## src/rtl/multicycle_ctrl_pkg.sv

```systemverilog
// Shared definitions for the multicycle controller: state encodings, opcode
// constants, register-destination encodings and the opcode classifier.
package multicycle_ctrl_pkg;

    // State encoding as seen on state_o.
    localparam int unsigned StateW = 3;
    localparam logic [StateW-1:0] StFetch  = 3'd0;
    localparam logic [StateW-1:0] StDecode = 3'd1;
    localparam logic [StateW-1:0] StExec   = 3'd2;
    localparam logic [StateW-1:0] StMem    = 3'd3;
    localparam logic [StateW-1:0] StWb     = 3'd4;
    localparam logic [StateW-1:0] StHalt   = 3'd5;
    localparam logic [StateW-1:0] StErr    = 3'd6;

    // Architectural opcodes (5-bit field).
    localparam int unsigned OpBaseW = 5;
    localparam logic [OpBaseW-1:0] OpHalt  = 5'b00000;
    localparam logic [OpBaseW-1:0] OpNop   = 5'b00001;
    localparam logic [OpBaseW-1:0] OpSt    = 5'b10000;
    localparam logic [OpBaseW-1:0] OpLd    = 5'b10001;
    localparam logic [OpBaseW-1:0] OpRtype = 5'b11011;
    // ALU-immediate group is 010xx; the low two bits select the operation.
    localparam logic [2:0]         OpAluImmPrefix = 3'b010;

    // reg_dst encodings.
    localparam logic [1:0] RegDstI  = 2'b00;
    localparam logic [1:0] RegDstR  = 2'b01;
    localparam logic [1:0] RegDstR7 = 2'b10;

    typedef enum logic [2:0] {
        ClsHalt,
        ClsNop,
        ClsAluImm,
        ClsRtype,
        ClsSt,
        ClsLd,
        ClsIllegal
    } op_class_e;

    function automatic op_class_e classify(input logic [OpBaseW-1:0] op);
        op_class_e cls;
        if (op == OpHalt) begin
            cls = ClsHalt;
        end else if (op == OpNop) begin
            cls = ClsNop;
        end else if (op == OpSt) begin
            cls = ClsSt;
        end else if (op == OpLd) begin
            cls = ClsLd;
        end else if (op == OpRtype) begin
            cls = ClsRtype;
        end else if (op[4:2] == OpAluImmPrefix) begin
            cls = ClsAluImm;
        end else begin
            cls = ClsIllegal;
        end
        return cls;
    endfunction

endpackage

```

## src/rtl/multicycle_ctrl_if.sv

```systemverilog
// Memory-side bus of the multicycle controller.
//   opcode, lower_two : instruction word fields returned by memory
//   mem_ready         : completion strobe for the outstanding fetch/load/store
//   mem_read/mem_write: request lines, held until mem_ready
// master = controller, slave = memory model.
interface multicycle_ctrl_if #(
    parameter int unsigned OPCODE_W = 5,
    parameter int unsigned FUNC_W   = 2
) ();

    logic [OPCODE_W-1:0] opcode;
    logic [FUNC_W-1:0]   lower_two;
    logic                mem_ready;
    logic                mem_read;
    logic                mem_write;

    modport master (
        input  opcode,
        input  lower_two,
        input  mem_ready,
        output mem_read,
        output mem_write
    );

    modport slave (
        output opcode,
        output lower_two,
        output mem_ready,
        input  mem_read,
        input  mem_write
    );

endinterface

```

## src/rtl/mem_wait_timer.sv

```systemverilog
// Saturating wait counter for memory handshakes.
//   clk, rst     : clock, asynchronous active-high reset
//   start_i      : the FSM enters a waiting state next cycle; clear the count
//   active_i     : the FSM is currently waiting on mem_ready
//   mem_ready_i  : memory completion strobe
//   timeout_o    : this cycle is the MEM_TIMEOUT-th consecutive wait without
//                  mem_ready; a ready in that same cycle still wins
module mem_wait_timer #(
    parameter int unsigned MEM_TIMEOUT = 15  // 1..255
) (
    input  logic clk,
    input  logic rst,
    input  logic start_i,
    input  logic active_i,
    input  logic mem_ready_i,
    output logic timeout_o
);

    localparam logic [7:0] Limit = 8'(MEM_TIMEOUT);

    logic [7:0] count_q, count_d;

    always_comb begin
        count_d = count_q;
        if (start_i) begin
            count_d = '0;
        end else if (active_i && !mem_ready_i && (count_q != Limit)) begin
            count_d = count_q + 8'd1;
        end
    end

    always_ff @(posedge clk or posedge rst) begin
        if (rst) begin
            count_q <= '0;
        end else begin
            count_q <= count_d;
        end
    end

    // count_q holds the misses seen so far; this cycle's miss would reach Limit.
    assign timeout_o = active_i && !mem_ready_i && (count_q >= (Limit - 8'd1));

endmodule

```

## src/rtl/multicycle_ctrl.sv

```systemverilog
// Multicycle processor control FSM: FETCH -> DECODE -> EXEC -> [MEM] -> [WB].
//   clk, rst      : clock, asynchronous active-high reset
//   bus (master)  : memory requests, mem_ready, instruction opcode/lower_two
//   ir_write      : latch instruction register (FETCH, on mem_ready)
//   pc_write      : advance PC (FETCH, on mem_ready)
//   alu_op, alu_src_1, alu_src_2 : EXEC controls
//   alu_func      : captured lower_two, handed to ALU decode during EXEC
//   mem_to_reg, reg_write, reg_dst : WB controls
//   state_o       : current state encoding
//   halt, err     : sticky terminal-state flags
// OPCODE_W must be at least 5; opcode bits above bit 4 must be zero.
module multicycle_ctrl
    import multicycle_ctrl_pkg::*;
#(
    parameter int unsigned OPCODE_W    = 5,
    parameter int unsigned FUNC_W      = 2,
    parameter int unsigned MEM_TIMEOUT = 15
) (
    input  logic                  clk,
    input  logic                  rst,
    multicycle_ctrl_if.master     bus,
    output logic                  ir_write,
    output logic                  pc_write,
    output logic                  alu_op,
    output logic                  alu_src_1,
    output logic                  alu_src_2,
    output logic                  mem_to_reg,
    output logic                  reg_write,
    output logic [1:0]            reg_dst,
    output logic [FUNC_W-1:0]     alu_func,
    output logic [StateW-1:0]     state_o,
    output logic                  halt,
    output logic                  err
);

    logic [StateW-1:0]   state_q, state_d;
    logic [OPCODE_W-1:0] opcode_q;
    logic [FUNC_W-1:0]   func_q;
    op_class_e           op_class;
    logic                capture;
    logic                wait_active;
    logic                wait_start;
    logic                timeout;

    // Classification of the captured opcode.
    always_comb begin
        if ((opcode_q >> OpBaseW) != '0) begin
            op_class = ClsIllegal;
        end else begin
            op_class = classify(opcode_q[OpBaseW-1:0]);
        end
    end

    assign capture     = (state_q == StFetch) && bus.mem_ready;
    assign wait_active = (state_q == StFetch) || (state_q == StMem);
    // Clear on every entry to a waiting state, including MEM -> FETCH.
    assign wait_start  = ((state_d == StFetch) || (state_d == StMem)) && (state_d != state_q);

    mem_wait_timer #(
        .MEM_TIMEOUT (MEM_TIMEOUT)
    ) u_timer (
        .clk         (clk),
        .rst         (rst),
        .start_i     (wait_start),
        .active_i    (wait_active),
        .mem_ready_i (bus.mem_ready),
        .timeout_o   (timeout)
    );

    // Next-state logic.
    always_comb begin
        state_d = state_q;
        case (state_q)
            StFetch: begin
                if (bus.mem_ready) begin
                    state_d = StDecode;
                end else if (timeout) begin
                    state_d = StErr;
                end
            end
            StDecode: begin
                unique case (op_class)
                    ClsHalt:    state_d = StHalt;
                    ClsNop:     state_d = StFetch;
                    ClsIllegal: state_d = StErr;
                    default:    state_d = StExec;
                endcase
            end
            StExec: begin
                if ((op_class == ClsLd) || (op_class == ClsSt)) begin
                    state_d = StMem;
                end else begin
                    state_d = StWb;
                end
            end
            StMem: begin
                if (bus.mem_ready) begin
                    state_d = (op_class == ClsLd) ? StWb : StFetch;
                end else if (timeout) begin
                    state_d = StErr;
                end
            end
            StWb:    state_d = StFetch;
            StHalt:  state_d = StHalt;
            StErr:   state_d = StErr;
            default: state_d = StErr;
        endcase
    end

    always_ff @(posedge clk or posedge rst) begin
        if (rst) begin
            state_q  <= StFetch;
            opcode_q <= '0;
            func_q   <= '0;
        end else begin
            state_q <= state_d;
            if (capture) begin
                opcode_q <= bus.opcode;
                func_q   <= bus.lower_two;
            end
        end
    end

    // Outputs are forced low while rst is held so mem_read only rises after release.
    always_comb begin
        bus.mem_read  = 1'b0;
        bus.mem_write = 1'b0;
        ir_write      = 1'b0;
        pc_write      = 1'b0;
        alu_op        = 1'b0;
        alu_src_1     = 1'b0;
        alu_src_2     = 1'b0;
        mem_to_reg    = 1'b0;
        reg_write     = 1'b0;
        reg_dst       = RegDstI;
        alu_func      = '0;
        halt          = 1'b0;
        err           = 1'b0;
        if (!rst) begin
            case (state_q)
                StFetch: begin
                    bus.mem_read = 1'b1;
                    // The word is valid only in the ready cycle, so IR/PC strobe with it.
                    ir_write     = bus.mem_ready;
                    pc_write     = bus.mem_ready;
                end
                StExec: begin
                    alu_op    = 1'b1;
                    alu_src_1 = (op_class == ClsAluImm) || (op_class == ClsLd) ||
                                (op_class == ClsSt);
                    alu_src_2 = (op_class == ClsRtype);
                    alu_func  = func_q;
                end
                StMem: begin
                    bus.mem_read  = (op_class == ClsLd);
                    bus.mem_write = (op_class == ClsSt);
                end
                StWb: begin
                    reg_write  = 1'b1;
                    mem_to_reg = (op_class == ClsLd);
                    reg_dst    = (op_class == ClsRtype) ? RegDstR : RegDstI;
                end
                StHalt:  halt = 1'b1;
                StErr:   err  = 1'b1;
                default: ;
            endcase
        end
    end

    assign state_o = state_q;

endmodule

```

## src/flat_wrapper.sv

```systemverilog
// flat-port wrapper written by rule: the top's interface ports become plain ports
module multicycle_ctrl_flat import multicycle_ctrl_pkg::*;
#(
    parameter int unsigned OPCODE_W    = 5,
    parameter int unsigned FUNC_W      = 2,
    parameter int unsigned MEM_TIMEOUT = 15
)
  (clk, rst, ir_write, pc_write, alu_op, alu_src_1, alu_src_2, mem_to_reg, reg_write, reg_dst, alu_func, state_o, halt, err, bus_opcode, bus_lower_two, bus_mem_ready, bus_mem_read, bus_mem_write);
  multicycle_ctrl_if #(.OPCODE_W(OPCODE_W), .FUNC_W(FUNC_W)) bus_i ();
  input  logic clk;
  input  logic rst;
  output logic ir_write;
  output logic pc_write;
  output logic alu_op;
  output logic alu_src_1;
  output logic alu_src_2;
  output logic mem_to_reg;
  output logic reg_write;
  output logic [1:0] reg_dst;
  output logic [FUNC_W-1:0] alu_func;
  output logic [StateW-1:0] state_o;
  output logic halt;
  output logic err;
  input wire logic [$bits(bus_i.opcode)-1:0] bus_opcode;
  input wire logic [$bits(bus_i.lower_two)-1:0] bus_lower_two;
  input wire logic [$bits(bus_i.mem_ready)-1:0] bus_mem_ready;
  output wire logic [$bits(bus_i.mem_read)-1:0] bus_mem_read;
  output wire logic [$bits(bus_i.mem_write)-1:0] bus_mem_write;
  assign bus_i.opcode = bus_opcode;
  assign bus_i.lower_two = bus_lower_two;
  assign bus_i.mem_ready = bus_mem_ready;
  assign bus_mem_read = bus_i.mem_read;
  assign bus_mem_write = bus_i.mem_write;
  multicycle_ctrl #(.OPCODE_W(OPCODE_W), .FUNC_W(FUNC_W), .MEM_TIMEOUT(MEM_TIMEOUT)) u_core (.clk(clk), .rst(rst), .bus(bus_i), .ir_write(ir_write), .pc_write(pc_write), .alu_op(alu_op), .alu_src_1(alu_src_1), .alu_src_2(alu_src_2), .mem_to_reg(mem_to_reg), .reg_write(reg_write), .reg_dst(reg_dst), .alu_func(alu_func), .state_o(state_o), .halt(halt), .err(err));
endmodule
```

## config.mk

```make
export PLATFORM = sky130hd
export DESIGN_NAME = multicycle_ctrl_flat
export DESIGN_NICKNAME = d
export VERILOG_FILES = /design/src/rtl/multicycle_ctrl_pkg.sv /design/src/rtl/multicycle_ctrl_if.sv /design/src/rtl/mem_wait_timer.sv /design/src/rtl/multicycle_ctrl.sv /design/src/flat_wrapper.sv
export SDC_FILE = /design/constraint.sdc
export NUM_CORES = 1
export LEC_CHECK = 0
export CAP_MARGIN = 40
export CORE_MARGIN = 5
export CORE_UTILIZATION = 40
export CTS_BUF_LIST = sky130_fd_sc_hd__clkbuf_4
export DETAILED_ROUTE_END_ITERATION = 8
export GPL_TIMING_DRIVEN = 0
export HOLD_SLACK_MARGIN = 0.12
export PLACE_DENSITY = 0.64
export REMOVE_ABC_BUFFERS = 1
export SYNTH_ARGS = -nofsm -noshare
export SYNTH_HDL_FRONTEND = slang
export SYNTH_SLANG_ARGS = --single-unit
```

## constraint.sdc

```tcl
create_clock -name clk -period 6.2 [get_ports clk]
set_input_delay 1.24 -clock clk [delete_from_list [all_inputs] [get_ports clk]]
set_output_delay 1.24 -clock clk [all_outputs]
set_load 0.02 [all_outputs]
```

* Word-level counts from Yosys, hierarchy flattened *
Cells that the tools add are included.

storage, ports and cells
  memories = 0
  latch bits = 0
  memory bits (writable) = 0
  word-level logic and storage cells = 82
  output and inout bits = 18
  ROM bits = 0
  register bits after elaboration = 18

operators by class
  add/subtract/negate cells = 1
  reduce and logical (&&, ||, !) cells = 16
  bitwise logic cells = 0
  multiply operators = 0
  multiplexer cells = 40
  magnitude comparators = 1
  equality and inequality tests = 20
  shifts and indexed selects = 0
  div/mod/pow operators = 0

operators by type and width
  cell                 number
  $mux 3               11
  $mux 1               20
  $eq 3x2->1 const B   6
  $eq 3x3->1 const B   6
  $pmux 3 s6           1
  $mux 8               2
  $eq 5x5->1 const B   3
  $logic_not 3->1      3
  $pmux 3 s3           1
  $add 8x1->8 const B  1
  $ge 8x4->1 const B   1
  $mux 2               4
  $ne 8x4->1 const B   1
  $eq 3x1->1 const B   2
  $eq 5x1->1 const B   1
  $logic_and 1x1->1    5
  $logic_not 5->1      1
  $logic_or 1x1->1     5
  $ne 3x3->1           1
  $pmux 1 s2           1
  $reduce_bool 2->1    1
  $logic_not 1->1      1

* Depth between registers and ports, before layout *
Gate-level depths: netlist (run 1).

  word-level depth = 15
  gate-level depth with buffers = 8
  depth with buffers taken out = 7

* Cells and area by module *
Synthesis (run 1) repeated with hierarchy kept, for this count alone.

second synthesis, totals
  cell total of the unflattened synthesis = 134
  area total of the unflattened synthesis = 1,270.0 sq um

modules (own cells, without submodules)
  module           sequential area each (sq um)  area each (sq um)  cells an instance  instances
  multicycle_ctrl  250.2                         773.2              83                 1
  mem_wait_timer   200.2                         496.7              51                 1

* Least setup slack after synthesis (run 1) *
OpenSTA, ideal clock, no wires.

  path type = in2out
  from = in bus_mem_ready
  to = out pc_write
  slack = 2.650 ns
  cell stages on the path = 3
  data arrival time = 2.310 ns
  path buffers = 1
  required time = 4.960 ns
  cell sequence = nor4b_2 and2_1 buf_4

on the way
  longest elaborated chain between the ends = 2

RTL lines
  element               line                source
  start, declared       flat_wrapper.sv:26  input wire logic [$bits(bus_i.mem_ready)-1:0] bus_mem_ready;
  $mux 1 (2 in series)  n/a
  end, declared         flat_wrapper.sv:13  output logic pc_write;

Every way passes these cells.

* Worst setup path after layout (run 1) *
  from = in rst
  to = out pc_write

on the way
  longest elaborated chain between the ends = 1

RTL lines
  element          line                    source
  start, declared  flat_wrapper.sv:11      input logic rst;
  $mux 1           multicycle_ctrl.sv:139  if (!rst) begin

Every way passes these cells.

==> results.json, run 1 <==
{
  "comb_power_share_pct": 8.5,
  "synth-async-reset-ratio_pct": 100,
  "firstDrtPassIters": 5,
  "p_int_mw": 0.153,
  "rsz0062_at_grt": "false",
  "finalWirelength_um": 2710,
  "die_h_um": 64.5,
  "gp_congestion": 0.788,
  "port_buffers": 26,
  "syn_area_um2": 1190,
  "die_w_um": 64.5,
  "hold_buffers": 0,
  "grt-ovfl-total": 0,
  "clock_latency_ps": 290,
  "power.leakage_nw": 0.614,
  "cp.depth": 4,
  "synth.most_common_cell": "dfrtp_1",
  "regArea_um2": 450,
  "setup_viol": 0,
  "ys.flop_type": "dfrtp_1",
  "switching_share_pct": 24.1,
  "pwr-share-clk_pct": 30.1,
  "vias_per_cell": 5.55,
  "setup.worst_path.end": "pc_write",
  "hold_viol": 0,
  "cts_tree": "built",
  "arrival_ps": 3140,
  "worstReg2RegStart": "u_core.u_timer.count_q[4]",
  "place_hpwl_um": 2010,
  "antenna_left": 0,
  "cp_top_family": "buffers and inverters",
  "worst_clock_skew_ps": 2.36,
  "via_count": 1044,
  "worstSetupPathType": "in2out",
  "outcome": "completed",
  "dp_slack_ps": 1520,
  "fmax_mhz": 228,
  "p_sw_mw": 0.0484,
  "ctsLongestPathBuffers": 2,
  "report.final.slew_viol_count": 0,
  "power.density_nw_per_um2": 135,
  "cts_setup_buffers": 0,
  "drive_above_1_share_pct": 9.55,
  "htree_levels": 1,
  "reg2reg_depth": 5,
  "clkTransAtPathRegs_ps": 100,
  "avgRoutedWirePerCell_um": 14.4,
  "synth.area.top_cells": "dfrtp_1 (38%), mux2_2 (4.7%), and2_1 (3.7%), nor2_1 (3.5%), a21oi_1 (3.4%)",
  "seq_area_frac_synth_pct": 37.9,
  "fin_ws_ps": 1820,
  "ctsResizeCount": 0,
  "cts_sinks": 18,
  "ys_warn_count": 0,
  "grt_max_degree": 20,
  "cp-start-kind": "input pin",
  "irDropWorstVdd_v": 0.0000980,
  "grt_util_all_layers_pct": 14.4,
  "multi_input_area_um2": 674,
  "critPathRequiredTime_ps": 4960,
  "cp_max_fo": 19,
  "end_kind": "output port",
  "synth.distinct_cells": 41,
  "cp_num_buf_inv": 3,
  "relSlewSlack_pct": 45.8,
  "die-area_um2": 4170,
  "worstHoldPathType": "reg2reg",
  "io_pins": 28,
  "drt_iter0_markers": 50,
  "worst_pin_slew_ps": 805,
  "core_um2": 2810,
  "max_stage_delay_ps": 610,
  "synth-edff-count": 0,
  "syn_inst": 134,
  "numCtsBuffers": 3,
  "grt_pass1_wl_um": 4670,
  "finalNetCount": 170,
  "pwr-share-seq_pct": 61.4,
  "fillCellCount": 289,
  "ff2ff_setup_slack_ps": 3930,
  "period_needed_ps": 4380,
  "synthTopCellsByCount": "dfrtp_1 (18), nor2_1 (11), nand2_1 (10)",
  "area_growth_pct": 24.7,
  "yosys.area.top_type": "dfrtp_1",
  "synth_top_cell_area_share_pct": 37.9,
  "path_cells": "clkdlybuf4s50_1 -> inv_1 -> and2_1 -> clkdlybuf4s50_1",
  "maxCapViolCount": 0,
  "slowest_stage": "clkdlybuf4s50_1",
  "antenna_found_initial": 0,
  "cts-root-buf": "clkbuf_4",
  "num_antenna_cells": 0,
  "crit_path_frequent_cell": "clkdlybuf4s50_1",
  "synth-seq-cells": 18,
  "route.detailed.drc": 0,
  "finalSetupTns_ps": 0,
  "row_count": 19,
  "grt_pass1_vias": 1001,
  "fin_crit_sh_pct": 70.6,
  "avgSynthCellArea_um2": 8.88,
  "timing.rr.end": "u_core.u_timer.count_q[2]",
  "start_util_pct": 42.4,
  "critPathLaunch": "rst"
}
==> worst min-delay path by stage <==
stage | start | to | slack, ps | cells past startpoint
5_1_grt | u_core.func_q[1] | u_core.func_q[1] | 540 | 1
4_1_cts | u_core.func_q[0] | u_core.func_q[0] | 510 | 1
6_report | u_core.func_q[0] | u_core.func_q[0] | 510 | 1
2_1_floorplan | u_core.func_q[0] | u_core.func_q[0] | 470 | 1
3_5_place_dp | u_core.func_q[0] | u_core.func_q[0] | 490 | 1
3_3_place_gp | u_core.func_q[0] | u_core.func_q[0] | 490 | 1
==> per-layer routing <==
metal  GRT usage, %  share of wire [%]
met5              0                  0
met4           5.54               0.66
met3           3.45                5.4
met2           22.9                 49
met1           18.9                 45
==> metrics by stage <==
stage                     hold slack, ps  instance area (um2)  std cells  power, mW  utilization [%]
after floorplan                      472                 1150        126      0.133                -
after global placement               486                 1450        183      0.143             51.7
after detailed placement             488                 1450        183      0.143             51.7
after CTS                            513                 1480        187      0.206             52.6
after global routing                 543                 1480        188      0.216             52.9
final                                506                 1480        188      0.201             52.9
==> worst register-to-register path, stage by stage (launching register included) <==
cell and delay, ps:
dfrtp_1 420, nor4_1 720, nand3b_1 140, a211o_1 350, o21ai_2 380, a21oi_1 130
==> layout make-up <==
| cell class | instances | area share (%) |
|---|---|---|
| multi-input cells | 101 | 45.4 |
| flip-flops and latches | 18 | 30.4 |
| repair buffers | 27 | 18.0 |
| well taps | 31 | 2.61 |
| inverters | 7 | 1.77 |
| clock buffers | 3 | 1.52 |
| clock inverters | 1 | 0.253 |
==> kinds of logic (layout without fill, tap and decap cells) <==
family          Yosys count  count (layout)  synth area share, %
other cells               1               1                0.315
mux                       7               7                 6.41
buf+inv                  15              38                 5.47
xor+xnor                  6               6                 4.42
fa+ha+maj                 2               2                 2.10
simple gates             57              57                 27.6
flops                    18              18                 37.9
compound gates           28              28                 15.9
==> placed cells by master, fill, tap and decap left out, drive strengths merged, types with 2 or more instances in the layout <==
cell / count
o21ai: 7
nand3: 4
o211ai: 2
clkdlybuf4s50: 26
nor4: 2
a31oi: 2
a21oi: 8
dfrtp: 18
xor2: 4
nor3b: 2
ha: 2
nor4b: 2
mux2: 5
mux2i: 2
nor3: 6
xnor2: 2
nor2: 11
or4b: 2
inv: 7
o21a: 2
clkbuf: 4
nand2: 10
and3: 2
nand3b: 4
nand4: 2
and2: 7
==> power by group through the flow <==
stage	Clock [mW]	Sequential (mW)	Combinational, mW
finish	0.0604	0.123	0.0171
global route	0.0730	0.124	0.0192
CTS	0.0650	0.123	0.0175
detailed placement	0	0.126	0.0173
global placement	0	0.125	0.0171
floorplan	0	0.125	0.00860
==> state kept, by name, summed over array words and instances, names as in the netlist <==
name and cells:
u_core.state_o 3, u_core.func_q 2, u_core.u_timer.count_q 8, u_core.opcode_q 5
Note: power is estimated with default switching activity, not from simulation.
==> run 2, diff against run 1 <==
clock period = 4.1 ns   (was 6.2 ns; I/O delays follow)
==> results of run 2 <==
The final DEF is identical to that of run 1. Status: completed.
Among the figures that moved: setup slack after placement 1520 ps -> 263 ps; setup slack after layout 1820 ps -> 561 ps; register-to-register setup slack 3930 ps -> 1830 ps; total power 0.201 mW -> 0.304 mW; worst IR drop on VDD 0.0000980 V -> 0.000148 V
